<file path="src/rtl/oam_dma_pkg.sv">
// Shared bus constants and state encoding for the sprite DMA engine.
// Imported by the engine and by anything that decodes its bus ports.
package oam_dma_pkg;

  localparam logic [15:0] DMA_PORT_ADDR = 16'h4014;
  localparam logic [15:0] OAM_PORT_ADDR = 16'h2004;

  typedef enum logic [2:0] {
    S_IDLE  = 3'd0,
    S_PEND  = 3'd1,
    S_DUMMY = 3'd2,
    S_ALIGN = 3'd3,
    S_RD    = 3'd4,
    S_WR    = 3'd5,
    S_DONE  = 3'd6
  } dma_state_t;

endpackage

</file>
<file path="src/rtl/oam_dma.sv">
// Sprite DMA engine: snoops CPU writes to the DMA port, stalls the CPU at its
// next opcode fetch and copies one 256-byte page to the PPU OAM data port.
module oam_dma
  import oam_dma_pkg::*;
#(
  parameter logic [15:0] DMA_PORT = DMA_PORT_ADDR,
  parameter logic [15:0] OAM_PORT = OAM_PORT_ADDR
) (
  input  logic        clock,
  input  logic        reset_n,
  input  logic        ce,
  input  logic [15:0] cpu_a,
  input  logic [7:0]  cpu_d,
  input  logic        cpu_w,
  input  logic        cpu_m0,
  output logic        cpu_ce,
  output logic        busy,
  output logic [15:0] A,
  input  logic [7:0]  I,
  output logic [7:0]  D,
  output logic        R,
  output logic        W
);

  dma_state_t  r_state;
  dma_state_t  w_state_next;
  logic [7:0]  r_page;
  logic [7:0]  w_page_next;
  logic [7:0]  r_idx;
  logic [7:0]  w_idx_next;
  logic        r_halt;
  logic        w_halt_next;
  logic        r_busy;
  logic        w_busy_next;
  logic [15:0] r_a;
  logic [15:0] w_a_next;
  logic [7:0]  r_d;
  logic [7:0]  w_d_next;
  logic        r_r;
  logic        w_r_next;
  logic        r_w;
  logic        w_w_next;
  logic        r_parity;

  always_ff @(posedge clock) begin
    if (!reset_n) begin
      r_state  <= S_IDLE;
      r_page   <= 8'h00;
      r_idx    <= 8'h00;
      r_halt   <= 1'b0;
      r_busy   <= 1'b0;
      r_a      <= 16'h0000;
      r_d      <= 8'h00;
      r_r      <= 1'b0;
      r_w      <= 1'b0;
      r_parity <= 1'b0;
    end else if (ce) begin
      r_state  <= w_state_next;
      r_page   <= w_page_next;
      r_idx    <= w_idx_next;
      r_halt   <= w_halt_next;
      r_busy   <= w_busy_next;
      r_a      <= w_a_next;
      r_d      <= w_d_next;
      r_r      <= w_r_next;
      r_w      <= w_w_next;
      r_parity <= ~r_parity;
    end
  end

  always_comb begin
    w_state_next = r_state;
    w_page_next  = r_page;
    w_idx_next   = r_idx;
    w_halt_next  = r_halt;
    w_busy_next  = r_busy;
    w_a_next     = r_a;
    w_d_next     = r_d;
    w_r_next     = 1'b0;
    w_w_next     = 1'b0;
    case (r_state)
      S_IDLE: begin
        if (cpu_w && (cpu_a == DMA_PORT)) begin
          w_page_next  = cpu_d;
          w_state_next = S_PEND;
        end
      end
      S_PEND: begin
        if (cpu_m0) begin
          w_halt_next  = 1'b1;
          w_busy_next  = 1'b1;
          w_state_next = S_DUMMY;
        end
      end
      S_DUMMY: w_state_next = r_parity ? S_ALIGN : S_RD;
      S_ALIGN: w_state_next = S_RD;
      S_RD: begin
        w_a_next     = {r_page, r_idx};
        w_r_next     = 1'b1;
        w_state_next = S_WR;
      end
      S_WR: begin
        w_a_next = OAM_PORT;
        w_d_next = I;
        w_w_next = 1'b1;
        if (r_idx == 8'hFF) begin
          // Release halt here so the DONE cycle is already the resumed fetch.
          w_halt_next  = 1'b0;
          w_state_next = S_DONE;
        end else begin
          w_idx_next   = r_idx + 8'd1;
          w_state_next = S_RD;
        end
      end
      S_DONE: begin
        w_halt_next  = 1'b0;
        w_busy_next  = 1'b0;
        w_idx_next   = 8'h00;
        w_state_next = S_IDLE;
      end
      default: w_state_next = S_IDLE;
    endcase
  end

  assign cpu_ce = ce & ~r_halt;
  assign busy   = r_busy;
  assign A      = r_a;
  assign D      = r_d;
  assign R      = r_r;
  assign W      = r_w;

endmodule

</file>
<file path="config.mk">
export PLATFORM = sky130hd
export DESIGN_NAME = oam_dma
export DESIGN_NICKNAME = d
export VERILOG_FILES = /design/src/rtl/oam_dma_pkg.sv /design/src/rtl/oam_dma.sv
export SDC_FILE = /design/constraint.sdc
export NUM_CORES = 1
export LEC_CHECK = 0
export CAP_MARGIN = 30
export CORE_MARGIN = 10
export CORE_UTILIZATION = 52
export CTS_BUF_LIST = sky130_fd_sc_hd__clkbuf_4 sky130_fd_sc_hd__clkbuf_8
export CTS_CLUSTER_SIZE = 28
export DETAILED_ROUTE_END_ITERATION = 8
export PLACE_DENSITY = 0.83
export SLEW_MARGIN = 20
export SYNTH_ARGS = -nofsm -noshare
export SYNTH_HDL_FRONTEND = slang
export SYNTH_SLANG_ARGS = --single-unit
</file>
<file path="constraint.sdc">
create_clock -name clock -period 5.4 [get_ports clock]
set_clock_uncertainty 0.2 [all_clocks]
set_input_delay 1.08 -clock clock [delete_from_list [all_inputs] [get_ports clock]]
set_output_delay 1.08 -clock clock [all_outputs]
set_load 0.005 [all_outputs]
</file>
==> Word-level counts from Yosys, hierarchy flattened <==
Index checks and enable logic that the tools add are counted.
{ "totals": {"register_bits": 48, "wordCells": 53} }
{ "op_classes": {"addsub": 1, "eq_ne": 12, "mux": 14, "bitwise": 3, "reduce_logical": 13} }
{ "ops": {"columns": ["op", "n"], "rows": [
  ["$pmux 16 s2", 1],
  ["$pmux 3 s6", 1],
  ["$eq 16x15->1 const B", 1],
  ["$pmux 8 s2", 1],
  ["$reduce_and 3->1", 4],
  ["$eq 3x3->1 const B", 3],
  ["$mux 3", 3],
  ["$add 8x1->8 const B", 1],
  ["$eq 8x8->1 const B", 1],
  ["$mux 8", 1],
  ["$ne 2x2->1 const B", 4],
  ["$eq 3x2->1 const B", 2],
  ["$reduce_bool 2->1", 3],
  ["$mux 1", 4],
  ["$reduce_and 2->1", 2],
  ["$reduce_and 4->1", 1],
  ["$eq 3x1->1 const B", 1],
  ["$logic_not 3->1", 1],
  ["$pmux 1 s3", 1],
  ["$reduce_bool 3->1", 1],
  ["$mux 2", 1],
  ["$not 1->1", 2],
  ["$pmux 1 s2", 1],
  ["$and 1x1->1", 1],
  ["$logic_and 1x1->1", 1]
]} }

==> Depth between registers and ports, before layout <==
{ "depth": {"ltp_word": 4, "mapped_depth": 6, "ltp_nobuf": 5} }

==> Worst setup path after synthesis <==
No wires, ideal clock.
{ "synth_path": {"kind": "in2out", "startpoint": "input ce", "endpoint": "output cpu_ce", "arrival_time_ps": 1464, "required_ps": 4120, "path_slack_ps": 2656, "stages": 3, "path_buffers": 1, "path_cell_list": "buf_2 > inv_1 > nor2_1"} }
{ "synth_via": {"elab_chain_len": 1} }
{ "synth_lines": {"columns": ["element", "line_no", "rtl"], "rows": [
  ["start: declaration", "oam_dma.sv:11", "input logic ce,"],
  ["$and 1x1->1", "oam_dma.sv:125", "assign cpu_ce = ce & ~r_halt;"],
  ["end: declaration", "oam_dma.sv:16", "output logic cpu_ce,"]
]} }
Every way passes these cells.

==> Final worst setup path <==
Same ends and word-level chain as after synthesis.

==> impl_metrics.py <==
metrics = {
    "route": {
        "ant_nets": 0,
        "num_vias": 2166,
        "first_pass_iters": 4,
        "wl_um": 5970,
        "vias_per_cell": 5.90,
        "drc": 0,
        "drt_iter0_markers": 171,
        "post_drt_wl_per_cell_um": 16.3,
    },
    "synthesis": {
        "synth_nets": 301,
        "async_flop_share": 0,
        "ys_top_cells_by_area": "dfxtp_1 44%, a21oi_1 8.5%, nor2_1 4.8%, nor3b_1 4.8%, nand2_1 3.4%",
        "synth_top_area_share": 0.439,
        "synth-main-ff-cell": "dfxtp_1",
        "syn_area_um2": 2190,
        "postSynthAreaPerCell_um2": 8.33,
        "yosysSeqAreaShare": 0.439,
        "yosys_warnings": 0,
        "synthDistinctLibCells": 47,
        "synth_edf_count": 0,
        "synth_largest_area_cell": "dfxtp_1",
        "synth_seq_cells": 48,
        "synth_cells": 263,
    },
    "power_and_ir_drop": {
        "irDropWorstVdd_v": 0.000227,
        "combPwrFrac": 0.068,
        "swShare": 0.217,
        "p_seq_frac": 0.536,
        "p_int_mw": 0.519,
        "clkPwrFrac": 0.396,
        "powerDensity_nw_per_um2": 226,
        "power.leakage_nw": 0.973,
        "switchingPower_mw": 0.144,
    },
    "run": {
        "drv_cap": 0,
    },
    "die": {
        "die-area_um2": 7210,
        "fp.dieW_um": 84.9,
        "core_area_um2": 4030,
        "die_h_um": 84.9,
        "rows": 23,
        "start_util": 0.543,
        "io_pins": 65,
    },
    "placement": {
        "routabilityCongestion": 0.860,
        "post_dp_cell_area_um2": 2810,
        "dpl.cell_count": 358,
        "portBuffers": 64,
        "dp_hpwl_um": 4290,
    },
    "worst_setup_path": {
        "start_kind": "primary input",
        "crit_type": "in2out",
        "required_ns": 4.12,
        "path_max_fanout": 13,
        "endpoint_kind": "output port",
        "critPathArrivalTime_ns": 2.63,
    },
    "cells_and_area": {
        "fillers": 335,
        "drive_gt1_frac": 0.0410,
        "final_cell_mix": "64 x clkdlybuf4s50_1, 48 x dfxtp_1, 37 x a21oi_1, 28 x nor2_1, 20 x nand2_1",
        "final_area_um2": 2930,
        "area_growth_pct": 33.8,
        "num_antenna_cells": 0,
        "layoutNonFillerInstCount": 367,
        "seqCellArea_um2": 961,
        "nNetsFinal": 354,
        "multi_input_area_um2": 1110,
        "final_common_cell": "clkdlybuf4s50_1",
        "fin_util": 0.727,
    },
    "cts": {
        "post-cts-setup-buffer-count": 0,
        "cts_tree": "built",
        "cts_hold_buf": 0,
        "numCtsBuffers": 5,
        "clk_pin_slew_ns": 0.09,
        "cts.path.max_buffers": 2,
        "h-tree-depth": 2,
        "cts_resized": 0,
        "cts_num_sinks": 48,
        "clk_latency_ns": 0.31,
        "root_buffer": "clkbuf_8",
    },
    "timing": {
        "fin_crit_sh": 0.724,
        "max_freq_mhz": 256,
        "fin_crit_ns": 3.91,
        "hold_viol_final": 0,
        "hold_ws_ns": 0.257,
        "setup_viol": 0,
        "max_slew_margin": 0.437,
        "rsz0062_at_grt": "no",
        "tightestPinTransition_ns": 0.843,
        "maxSlewViolCount": 0,
        "finalSetupTns_ns": 0,
    },
    "global_routing": {
        "grt-ovfl-total": 0,
        "grt_max_degree": 30,
        "grt_use_total": 0.166,
        "grt_pass1_vias": 2140,
        "antenna_found_initial": 0,
        "grt_pass1_wl_um": 10200,
    },
    "worst_hold_path": {
        "min_path_type": "reg2reg",
    },
    "status": {
        "status": "finished clean",
    },
}
layout make-up:
type	instances	area share
multi-input combinational	188	0.380
sequential	48	0.328
timing repair buffer	67	0.225
clock buffer	5	0.0235
tap	50	0.0213
clock inverter	3	0.0145
inverter	6	0.00769
through the flow:
stage	setup WS [ns]	total power, mW
floorplan	2.66	0.378
global placement	1.53	0.408
detailed placement	1.50	0.408
CTS	1.48	0.667
global route	1.38	0.688
finish	1.49	0.663
Yosys cell counts, types with 2 or more instances:
cell type  instances
o311ai_0           5
nand2b_1           3
clkbuf_1           7
and3_1             2
nor3b_1           14
clkbuf_2           3
nor2_1            28
nor4b_1            2
nor2b_1            2
nand2_1           20
o21ai_0            8
a21oi_1           37
buf_2              6
and2_1             2
a2111oi_0          2
nand4_1           10
dfxtp_1           48
nand3_1           10
inv_1              6
buf_1              4
and4_1             2
o31ai_1           10
nand3b_1           5
nor3_1             4
final timing paths:
kind	from	endpoint	slack, ns	cells past startpoint
min	D[3]	D[3]	0.26	2
max	ce	cpu_ce	1.49	4
min reg2reg	D[3]	D[3]	0.26	2
max reg2reg	r_state[0]	r_idx[5]	2.89	4
sequential cells by signal, indices dropped and copies added, names as in the netlist:
register  count
r_page        8
r_idx         8
W             1
r_parity      1
D             8
r_halt        1
R             1
A            16
busy          1
r_state       3
logic make-up after synthesis:
kind of cell    synth area share
mux                      0.00457
flops                      0.439
simple gates               0.274
xor+xnor                 0.00800
compound gates             0.216
buf+inv                   0.0531
fa+ha+maj                0.00571
power by group through the flow:
| stage | combinational (mW) | clock (mW) | sequential, mW |
|---|---|---|---|
| 2_1_floorplan | 0.0144 | 0 | 0.363 |
| 3_3_place_gp | 0.0441 | 0 | 0.363 |
| 3_5_place_dp | 0.0444 | 0 | 0.363 |
| 4_1_cts | 0.0447 | 0.267 | 0.355 |
| 5_1_grt | 0.0484 | 0.284 | 0.355 |
| 6_report | 0.0448 | 0.263 | 0.355 |
routing by layer:
metal / track usage / vias up / share of wire
met3: 0.0698 / 7 / 0.091
li1: - / 1071 / -
met2: 0.266 / 72 / 0.45
met1: 0.201 / 1016 / 0.45
met4: 0.0404 / 0 / 0.012
met5: 0 / - / 0
critical path: stages:
cell	delay (ns)
clkdlybuf4s50_1	0.74
inv_1	0.18
nor2_1	0.13
clkdlybuf4s50_1	0.51
Power figures use the tool's default switching activity.
